--- config.mk ---
export PLATFORM = sky130hd
export DESIGN_NAME = pad_output_ctrl
export DESIGN_NICKNAME = d
export VERILOG_FILES = /design/src/rtl/pad_output_ctrl.sv
export SDC_FILE = /design/constraint.sdc
export NUM_CORES = 1
export LEC_CHECK = 0
export CAP_MARGIN = 10
export CORE_MARGIN = 5
export CORE_UTILIZATION = 48
export DETAILED_ROUTE_END_ITERATION = 16
export PLACE_DENSITY = 0.87
export SYNTH_ARGS = -nofsm -noshare
export SYNTH_HDL_FRONTEND = slang
export SYNTH_SLANG_ARGS = --single-unit
--- constraint.sdc ---
create_clock -name clk_i -period 2.6 [get_ports clk_i]
set_input_delay 0.52 -clock clk_i [delete_from_list [all_inputs] [get_ports clk_i]]
set_output_delay 0.52 -clock clk_i [all_outputs]
set_load 0.01 [all_outputs]
--- src/rtl/pad_output_ctrl.sv ---
// pad_output_ctrl: source select and attribute stage feeding one output pad cell.
// Every switch of a driving source goes through a break-before-make oe-low turnaround.
//
// Ports:
//   clk_i, rst_i        clock; asynchronous active-high reset
//   src_out_i/src_oe_i  per-source output value and output enable
//   sel_i               requested source (indices >= NSRC are ignored)
//   attr_req_i/attr_i   level-held attribute update request and its value
//   attr_gnt_o          one-cycle pulse when the attribute is applied
//   busy_o              turnaround in progress
//   pad_in_o, pad_oe_o, pad_attributes_o  to the pad cell
//
// Build option PAD_OUTPUT_CTRL_REG_OUT_EN: when defined, pad_in_o and
// pad_oe_o are registered (+1 cycle latency, reset value 0).
module pad_output_ctrl #(
  parameter int NSRC = 4,
  parameter int PADATTR = 16,
  parameter int TURN_CYCLES = 2,
  localparam int PADATTR_RND = (PADATTR == 0) ? 1 : PADATTR,
  localparam int SELW = $clog2(NSRC),
  localparam int CW = (TURN_CYCLES > 1) ? $clog2(TURN_CYCLES) : 1
) (
  input  logic                   clk_i,
  input  logic                   rst_i,
  input  logic [NSRC-1:0]        src_out_i,
  input  logic [NSRC-1:0]        src_oe_i,
  input  logic [SELW-1:0]        sel_i,
  input  logic                   attr_req_i,
  input  logic [PADATTR_RND-1:0] attr_i,
  output logic                   attr_gnt_o,
  output logic                   busy_o,
  output logic                   pad_in_o,
  output logic                   pad_oe_o,
  output logic [PADATTR_RND-1:0] pad_attributes_o
);

  typedef enum logic [1:0] {
    ACTIVE = 2'd0,
    DRAIN  = 2'd1,
    APPLY  = 2'd2
  } state_t;

  state_t state_q, state_d;

  logic [SELW-1:0]        cur_sel, next_sel, sel_new;
  logic [PADATTR_RND-1:0] attr_q, next_attr;
  logic                   next_req;
  logic [CW-1:0]          cnt_q;
  logic                   last_in_q;
  logic                   gnt_fast_q;

  logic mux_in, mux_oe;
  logic sel_ok, sel_chg, req_eff, evt;
  logic core_in, core_oe;
  logic busy, gnt_apply, fast, start;

  assign sel_ok = (32'(sel_i) < NSRC);

  always_comb begin
    mux_in  = src_out_i[cur_sel];
    mux_oe  = src_oe_i[cur_sel];
    sel_chg = sel_ok && (sel_i != cur_sel);
    // The requester still holds req during the fast-path gnt cycle.
    req_eff = attr_req_i && !gnt_fast_q;
    evt     = sel_chg || req_eff;
    sel_new = sel_chg ? sel_i : cur_sel;

    state_d   = state_q;
    core_in   = last_in_q;
    core_oe   = 1'b0;
    busy      = 1'b0;
    gnt_apply = 1'b0;
    fast      = 1'b0;
    start     = 1'b0;

    unique case (state_q)
      ACTIVE: begin
        core_in = mux_in;
        core_oe = mux_oe;
        if (evt) begin
          if (mux_oe) begin
            start   = 1'b1;
            state_d = DRAIN;
          end else begin
            fast = 1'b1;
          end
        end
      end
      DRAIN: begin
        busy = 1'b1;
        if (cnt_q == '0) state_d = APPLY;
      end
      APPLY: begin
        busy      = 1'b1;
        gnt_apply = next_req;
        state_d   = ACTIVE;
      end
      default: state_d = ACTIVE;
    endcase
  end

  always_ff @(posedge clk_i or posedge rst_i) begin
    if (rst_i) begin
      state_q    <= ACTIVE;
      cur_sel    <= '0;
      attr_q     <= '0;
      next_sel   <= '0;
      next_attr  <= '0;
      next_req   <= 1'b0;
      cnt_q      <= '0;
      last_in_q  <= 1'b0;
      gnt_fast_q <= 1'b0;
    end else begin
      state_q    <= state_d;
      gnt_fast_q <= fast && req_eff;
      if (state_q == ACTIVE) last_in_q <= mux_in;
      if (fast) begin
        cur_sel <= sel_new;
        if (req_eff) attr_q <= attr_i;
      end
      if (start) begin
        next_sel  <= sel_new;
        next_attr <= attr_i;
        next_req  <= req_eff;
        cnt_q     <= CW'(TURN_CYCLES - 1);
      end
      if (state_q == DRAIN && cnt_q != '0) cnt_q <= cnt_q - 1'b1;
      if (state_q == APPLY) begin
        cur_sel  <= next_sel;
        if (next_req) attr_q <= next_attr;
        next_req <= 1'b0;
      end
    end
  end

  assign attr_gnt_o       = gnt_fast_q | gnt_apply;
  assign busy_o           = busy;
  assign pad_attributes_o = attr_q;

`ifdef PAD_OUTPUT_CTRL_REG_OUT_EN
  logic pad_in_q, pad_oe_q;

  always_ff @(posedge clk_i or posedge rst_i) begin
    if (rst_i) begin
      pad_in_q <= 1'b0;
      pad_oe_q <= 1'b0;
    end else begin
      pad_in_q <= core_in;
      pad_oe_q <= core_oe;
    end
  end

  assign pad_in_o = pad_in_q;
  assign pad_oe_o = pad_oe_q;
`else
  // Held at 0 while reset is asserted, independent of the sources.
  assign pad_in_o = core_in & ~rst_i;
  assign pad_oe_o = core_oe & ~rst_i;
`endif

endmodule

; Word level (Yosys, flattened, before mapping)
; Cells that the tools add are included.
[word_totals]
elab_cells = 61
regBits = 42
out_inout_bits = 20
[classes]
add_sub_neg = 1
reduce_logical = 11
magnitude_cmp = 1
n_eq_ne = 6
mux = 29
n_bitwise = 4
[op_table]
columns = cell, n
row1 = 16-bit 2-to-1 mux, 4
row2 = 1-bit 2-to-1 mux, 16
row3 = 2-bit 2-to-1 mux, 6
row4 = 2-bit != test (second input constant), 3
row5 = 2-bit nonzero test, 3
row6 = 1-bit binary-select mux with 2-bit select, 2
row7 = 2-bit one-hot mux with 2 select lines, 1
row8 = 1-bit logical AND, 3
row9 = 2-bit by 3-bit < comparator with 1-bit output (second input constant), 1
row10 = 3-bit AND reduction, 1
row11 = 1-bit AND, 2
row12 = 2-bit by 1-bit == test with 1-bit output (second input constant), 1
row13 = 2-bit == test (second input constant), 1
row14 = 2-bit logical NOT, 1
row15 = 2-bit != test, 1
row16 = 2-bit OR reduction, 1
row17 = 1-bit logical NOT, 1
row18 = 1-bit logical OR, 1
row19 = 1-bit NOT, 1
row20 = 1-bit OR, 1
row21 = 1-bit subtractor (second input constant), 1

; Longest topological paths before layout
; Gate-level depths: netlist of run 1.
[logic_depth]
word_depth = 8
ltp_mapped = 8
depth_no_buf = 6

; Worst setup path before layout of run 1
; Ideal clock, no wire load.
[synth_timing]
kind = input -> output
start = input rst_i
end = output pad_oe_o
n_path_buf = 0
stages = 2
slack_ns = 0.318
arrival_ns = 1.762
required_ns = 2.080
cell_sequence = inv_1 > and3_1
[synth_via]
elab_chain_cells = 2
[synth_rtl]
columns = item, line_no
row1 = start: declaration, 24  ; input logic rst_i,
row2 = 1-bit NOT, 158  ; assign pad_oe_o = core_oe & ~rst_i;
row3 = 1-bit AND, 158
row4 = end: declaration, 33  ; output logic pad_oe_o,
; No other way between the ends.

; Final worst setup path of run 1
[layout_timing]
start = input src_out_i[3]
end = output pad_in_o
[layout_via]
elab_chain_cells = 4
[layout_rtl]
columns = item, line_no
row1 = start: declaration, 25  ; input logic [NSRC-1:0] src_out_i,
row2 = 1-bit binary-select mux with 2-bit select, 60  ; mux_in = src_out_i[cur_sel];
row3 = 1-bit 2-to-1 mux (not written as such), 60
row4 = 1-bit 2-to-1 mux, n/a
row5 = via core_in, 54  ; logic core_in, core_oe;
row6 = 1-bit AND, 157  ; assign pad_in_o = core_in & ~rst_i;
row7 = end: declaration, 32  ; output logic pad_in_o,
; The timed path passes the listed nets, and every way through them passes these cells. The select of a mux whose other input is x is not followed.

==> results of run 1 <==
## cells in the mapped netlist, types with 2 or more instances
library cell / number / area share
clkbuf_1: 3 / 0.0059
mux2i_1: 19 / 0.10
mux2_2: 20 / 0.12
nand2b_1: 2 / 0.0065
ha_1: 4 / 0.026
a21oi_1: 17 / 0.045
o21ai_0: 2 / 0.0052
inv_1: 4 / 0.0079
xor2_1: 2 / 0.0092
nand2_1: 4 / 0.0079
nor2_1: 17 / 0.033
dfrtp_1: 42 / 0.55
buf_2: 2 / 0.0052
## registers in the layout, summed over array words and instances, names as in the netlist
name              flops
next_attr            16
pad_attributes_o     16
cur_sel               2
next_sel              2
state_q               2
cnt_q                 1
gnt_fast_q            1
last_in_q             1
next_req              1
## cell families (layout without fill, tap and decap cells)
logic type	count (synthesis)	after routing	share of synthesized area
adder cells (fa/ha/maj)	4	4	0.0262
AO/OA/AOI/OAI	24	24	0.0720
AND/OR/NAND/NOR	27	27	0.0642
XOR/XNOR	2	2	0.00917
buffers and inverters	11	68	0.0354
flip-flops	42	42	0.550
multiplexers	41	41	0.243
## path summary, 6_finish.rpt
path                                              start                             end  slack, ns  cells after the start
worst max-delay path                       src_out_i[3]                        pad_in_o       0.14                      5
worst min-delay path            next_sel[0]$_DFFE_PP0P_          cur_sel[0]$_DFFE_PP0P_       0.48                      2
worst max register to register   cur_sel[0]$_DFFE_PP0P_  pad_attributes_o[10]$_DFF_PP0_       0.53                      6
worst min register to register  next_sel[0]$_DFFE_PP0P_          cur_sel[0]$_DFFE_PP0P_       0.48                      2
max in group asynchronous                         rst_i   pad_attributes_o[6]$_DFF_PP0_       1.55                      3
min in group asynchronous                         rst_i            gnt_fast_q$_DFF_PP0_       0.68                      3
## final cells by class
| type | instances | area [sq um] |
|---|---|---|
| flip-flops and latches | 42 | 1050 |
| inverters | 4 | 15.0 |
| clock buffers | 7 | 86.3 |
| repair buffers | 56 | 551 |
| well taps | 50 | 62.6 |
| clock inverters | 1 | 5.00 |
| multi-input cells | 98 | 802 |
| fillers | 304 | 1370 |
## worst max-delay path, stage by stage
cell,delay (ns)
clkdlybuf4s50_1,0.40
mux4_2,0.46
mux2_2,0.28
and2_1,0.15
clkbuf_2,0.12
## routing by layer
metal | track usage | part of all wire | routed length [um] | vias to the layer above
met4 | 0.0553 | 0.010 | 41 | 0
met2 | 0.274 | 0.48 | 1900 | 41
met5 | 0 | 0 | 0 | -
met1 | 0.210 | 0.44 | 1750 | 668
li1 | - | - | - | 634
met3 | 0.0455 | 0.071 | 281 | 4
## per-stage QoR
stage | setup TNS, ns | power [mW] | area [sq um] | hold WS [ns] | instances
6_report | 0 | 3.06 | 2570 | 0.476 | 258
5_1_grt | 0 | 3.29 | 2570 | 0.513 | 258
4_1_cts | 0 | 3.10 | 2570 | 0.483 | 258
3_5_place_dp | -0.268 | 2.67 | 2490 | 0.466 | 250
3_3_place_gp | -0.209 | 2.61 | 2490 | 0.454 | 250
2_1_floorplan | 0 | 2.04 | 1910 | 0.444 | 151
## power by group through the flow
stage | logic, mW | clock network [mW] | registers [mW]
2_1_floorplan | 0.831 | 0 | 1.21
3_3_place_gp | 1.43 | 0 | 1.17
3_5_place_dp | 1.47 | 0 | 1.19
4_1_cts | 1.48 | 0.440 | 1.18
5_1_grt | 1.59 | 0.468 | 1.23
6_report | 1.46 | 0.418 | 1.18
==> flow_summary.toml, run 1 <==
[grt]
grt_pass1_vias = 1490
antenna_found_initial = 0
track_usage = 0.166
grt_overflow = 0
grt_max_degree = 43
grt_pass1_wl_um = 6910

[synthesis]
synth_area_sq_um = 1910
avgSynthCellArea_sq_um = 12.7
ys_seq_area_frac = 0.550
synth_edf_count = 0
synth_cell_types = 26
synth_cells = 151
yosys_register_bits = 42
async_reset_ff_frac = 1.00
synthFlopType = "dfrtp_1"
yosysWarningCount = 0
syn_nets = 184

[cells_and_area]
antenna_cells = 0
fin_util = 0.652
drive_above_1_share = 0.192
final_common_cell = "clkdlybuf4s50_1"
layout_common_cells = "46 x clkdlybuf4s50_1, 42 x dfrtp_1, 20 x mux2_2, 19 x mux2i_1"
area_growth_syn_to_layout_pct = 34.6
nNetsFinal = 240

[sta]
relSlewSlack = 0.651
tightest_slew_ns = 0.523
timing_hold_violations_final = 0
rsz0062_at_grt = "no"
setup_violations = 0
skew_ns = 0.00745
setup_ws_ns = 0.137
max_freq_mhz = 406
finalCriticalPeriod_ns = 2.46
final-max-slew-violation-count = 0
finalCritPeriodShare = 0.947

[power_and_ir_drop]
p_leak_nw = 1.11
internal_power_mw = 2.06
p_seq_frac = 0.386
sw_frac_of_total = 0.327
peakVddDrop_uv = 686
power-per-cell-area_nw_per_um2 = 1190
combPwrFrac = 0.477
p_switching_mw = 1.00
pwr-share-clk = 0.137

[clocking]
cts_resized = 3
cts_max_path_buffers = 2
numCtsBuffers = 5
post_cts_buffers = 0
cts-htree-levels = 2
cts_tree = "built"
cts.sinks = 42
root_buffer = "clkbuf_8"
hold_buffers = 0
clock_latency_ns = 0.29
cts.clk_slew.worst_paths_ns = 0.07

[job]
maxCapViolations = 0

[detailed_routing]
routed_wl_um = 3970
detail_route.wl_per_cell_um = 15.4
drt-vias-per-instance = 5.22
drc = 0
drtIter0Drc = 85
vias = 1347
drt_first_pass_iters = 4
drtAntennaViolNets = 0

[critical_path]
arrival_ns = 1.94
cp_max_fo = 2
cp-end-kind = "output pin"
setup.worst_path.class = "in -> out"
cp.required_ns = 2.08
critPathLaunchType = "input pin"

[floorplan]
rows = 23
die_x_um = 73.1
core_region_area_sq_um = 3940
start_util = 0.485
dieArea_sq_um = 5340
io_pins = 49
die_h_um = 73.1

[placement]
dp.final_hpwl_um = 2890
gp_congestion = 0.783
portBuffers = 48
place_ws_ns = -0.268

[run_status]
outcome = "completed"

[min_path]
hp-class = "reg -> reg"
Power figures use the tool's default switching activity.
==> inputs of run 2 (changes only) <==
--- a/config.mk
+++ b/config.mk
@@ -6,9 +6,11 @@
 export NUM_CORES = 1
 export LEC_CHECK = 0
 export CAP_MARGIN = 10
+export CORE_ASPECT_RATIO = 0.6
 export CORE_MARGIN = 5
 export CORE_UTILIZATION = 48
 export DETAILED_ROUTE_END_ITERATION = 16
+export HOLD_SLACK_MARGIN = 0.08
 export PLACE_DENSITY = 0.87
 export SYNTH_ARGS = -nofsm -noshare
 export SYNTH_HDL_FRONTEND = slang
==> flow_summary.toml, run 2 (synthesis results as in run 1) <==
[detailed_routing]
drc = 0
routed_wl_um = 4190
drt-vias-per-instance = 5.31
detail_route.wl_per_cell_um = 16.4
drtAntennaViolNets = 0
vias = 1355
drtIter0Drc = 41
drt_first_pass_iters = 4

[grt]
grt_overflow = 0
track_usage = 0.164
grt_pass1_wl_um = 6880
grt_max_degree = 33
antenna_found_initial = 0
grt_pass1_vias = 1483

[cells_and_area]
fillers = 253
drive_above_1_share = 0.188
nNetsFinal = 241
postLayoutCellArea_sq_um = 2560
area_growth_syn_to_layout_pct = 34.1
final_common_cell = "clkdlybuf4s50_1"
fin_util = 0.684
layout_common_cells = "46 x clkdlybuf4s50_1, 42 x dfrtp_1, 19 x mux2_2, 19 x mux2i_1"
stdcell_count = 255
antenna_cells = 0

[sta]
final-max-slew-violation-count = 0
finalCriticalPeriod_ns = 2.47
setup_ws_ns = 0.127
rsz0062_at_grt = "no"
skew_ns = 0.00449
relSlewSlack = 0.740
finalCritPeriodShare = 0.951
tns_ns = 0
max_freq_mhz = 404
hold_slack_ns = 0.502
timing_hold_violations_final = 0
tightest_slew_ns = 0.390
setup_violations = 0

[floorplan]
core_region_area_sq_um = 3740
die_h_um = 58.9
die_x_um = 91.5
start_util = 0.510
io_pins = 49
dieArea_sq_um = 5380
rows = 17

[clocking]
cts-htree-levels = 2
root_buffer = "clkbuf_8"
cts.clk_slew.worst_paths_ns = 0.07
cts.sinks = 42
numCtsBuffers = 5
hold_buffers = 0
cts_tree = "built"
cts_max_path_buffers = 2
clock_latency_ns = 0.29

[placement]
placedInstanceArea_sq_um = 2490
place_ws_ns = -0.254
portBuffers = 48
gp_congestion = 0.747
dp.final_hpwl_um = 3170
dp_cells = 248

[run_status]
outcome = "completed"

[min_path]
hold_depth = 1
hp-class = "reg -> reg"

[power_and_ir_drop]
p_leak_nw = 1.09
power-per-cell-area_nw_per_um2 = 1190
power_mw = 3.04
peakVddDrop_uv = 656

[critical_path]
cp-end-kind = "output pin"
arrival_ns = 1.95
cp.required_ns = 2.08
reg2reg_depth = 6
critPathLaunchType = "input pin"
cp_max_fo = 2
setup.worst_path.class = "in -> out"

[job]
maxCapViolations = 0
==> run 2: layer usage <==
metal,global-route usage,wire [um]
met1,0.188,1820
met2,0.293,2110
met3,0.0473,215
met4,0.0649,38
met5,0,0
==> run 2: area by class of cell <==
class,count,area (sq um),share of cell area
Sequential cell,42,1050,0.410
Inverter,4,15.0,0.00586
Multi-Input combinational cell,98,806,0.315
Tap cell,47,58.8,0.0230
Timing Repair Buffer,57,554,0.216
Clock buffer,7,76.3,0.0298
==> run 2: worst paths after layout <==
kind,start,endpoint,slack (ns)
worst max register to register,cur_sel[0]$_DFFE_PP0P_,pad_attributes_o[2]$_DFF_PP0_,0.53
max in group asynchronous,rst_i,next_attr[10]$_DFFE_PP0P_,1.64
min in group asynchronous,rst_i,next_attr[13]$_DFFE_PP0P_,0.58
worst min-delay path,last_in_q$_DFF_PP0_,last_in_q$_DFF_PP0_,0.50
worst min register to register,last_in_q$_DFF_PP0_,last_in_q$_DFF_PP0_,0.50
worst max-delay path,src_out_i[3],pad_in_o,0.13
==> run 2: what timing repair did <==
action,in CTS,in global routing
gates resized for setup,4,3
endpoints found under the setup margin,2,1
buffers inserted,0,0
==> run 2: where the power goes <==
part           internal (mW)  switching (mW)
logic                  0.850           0.623
clock network          0.185           0.197
registers              0.990           0.198
==> run 2: critical path, cell delays in order <==
cell and delay (ns):
clkdlybuf4s50_1 0.40, mux4_2 0.47, mux2_4 0.27, and2_1 0.15, buf_2 0.14
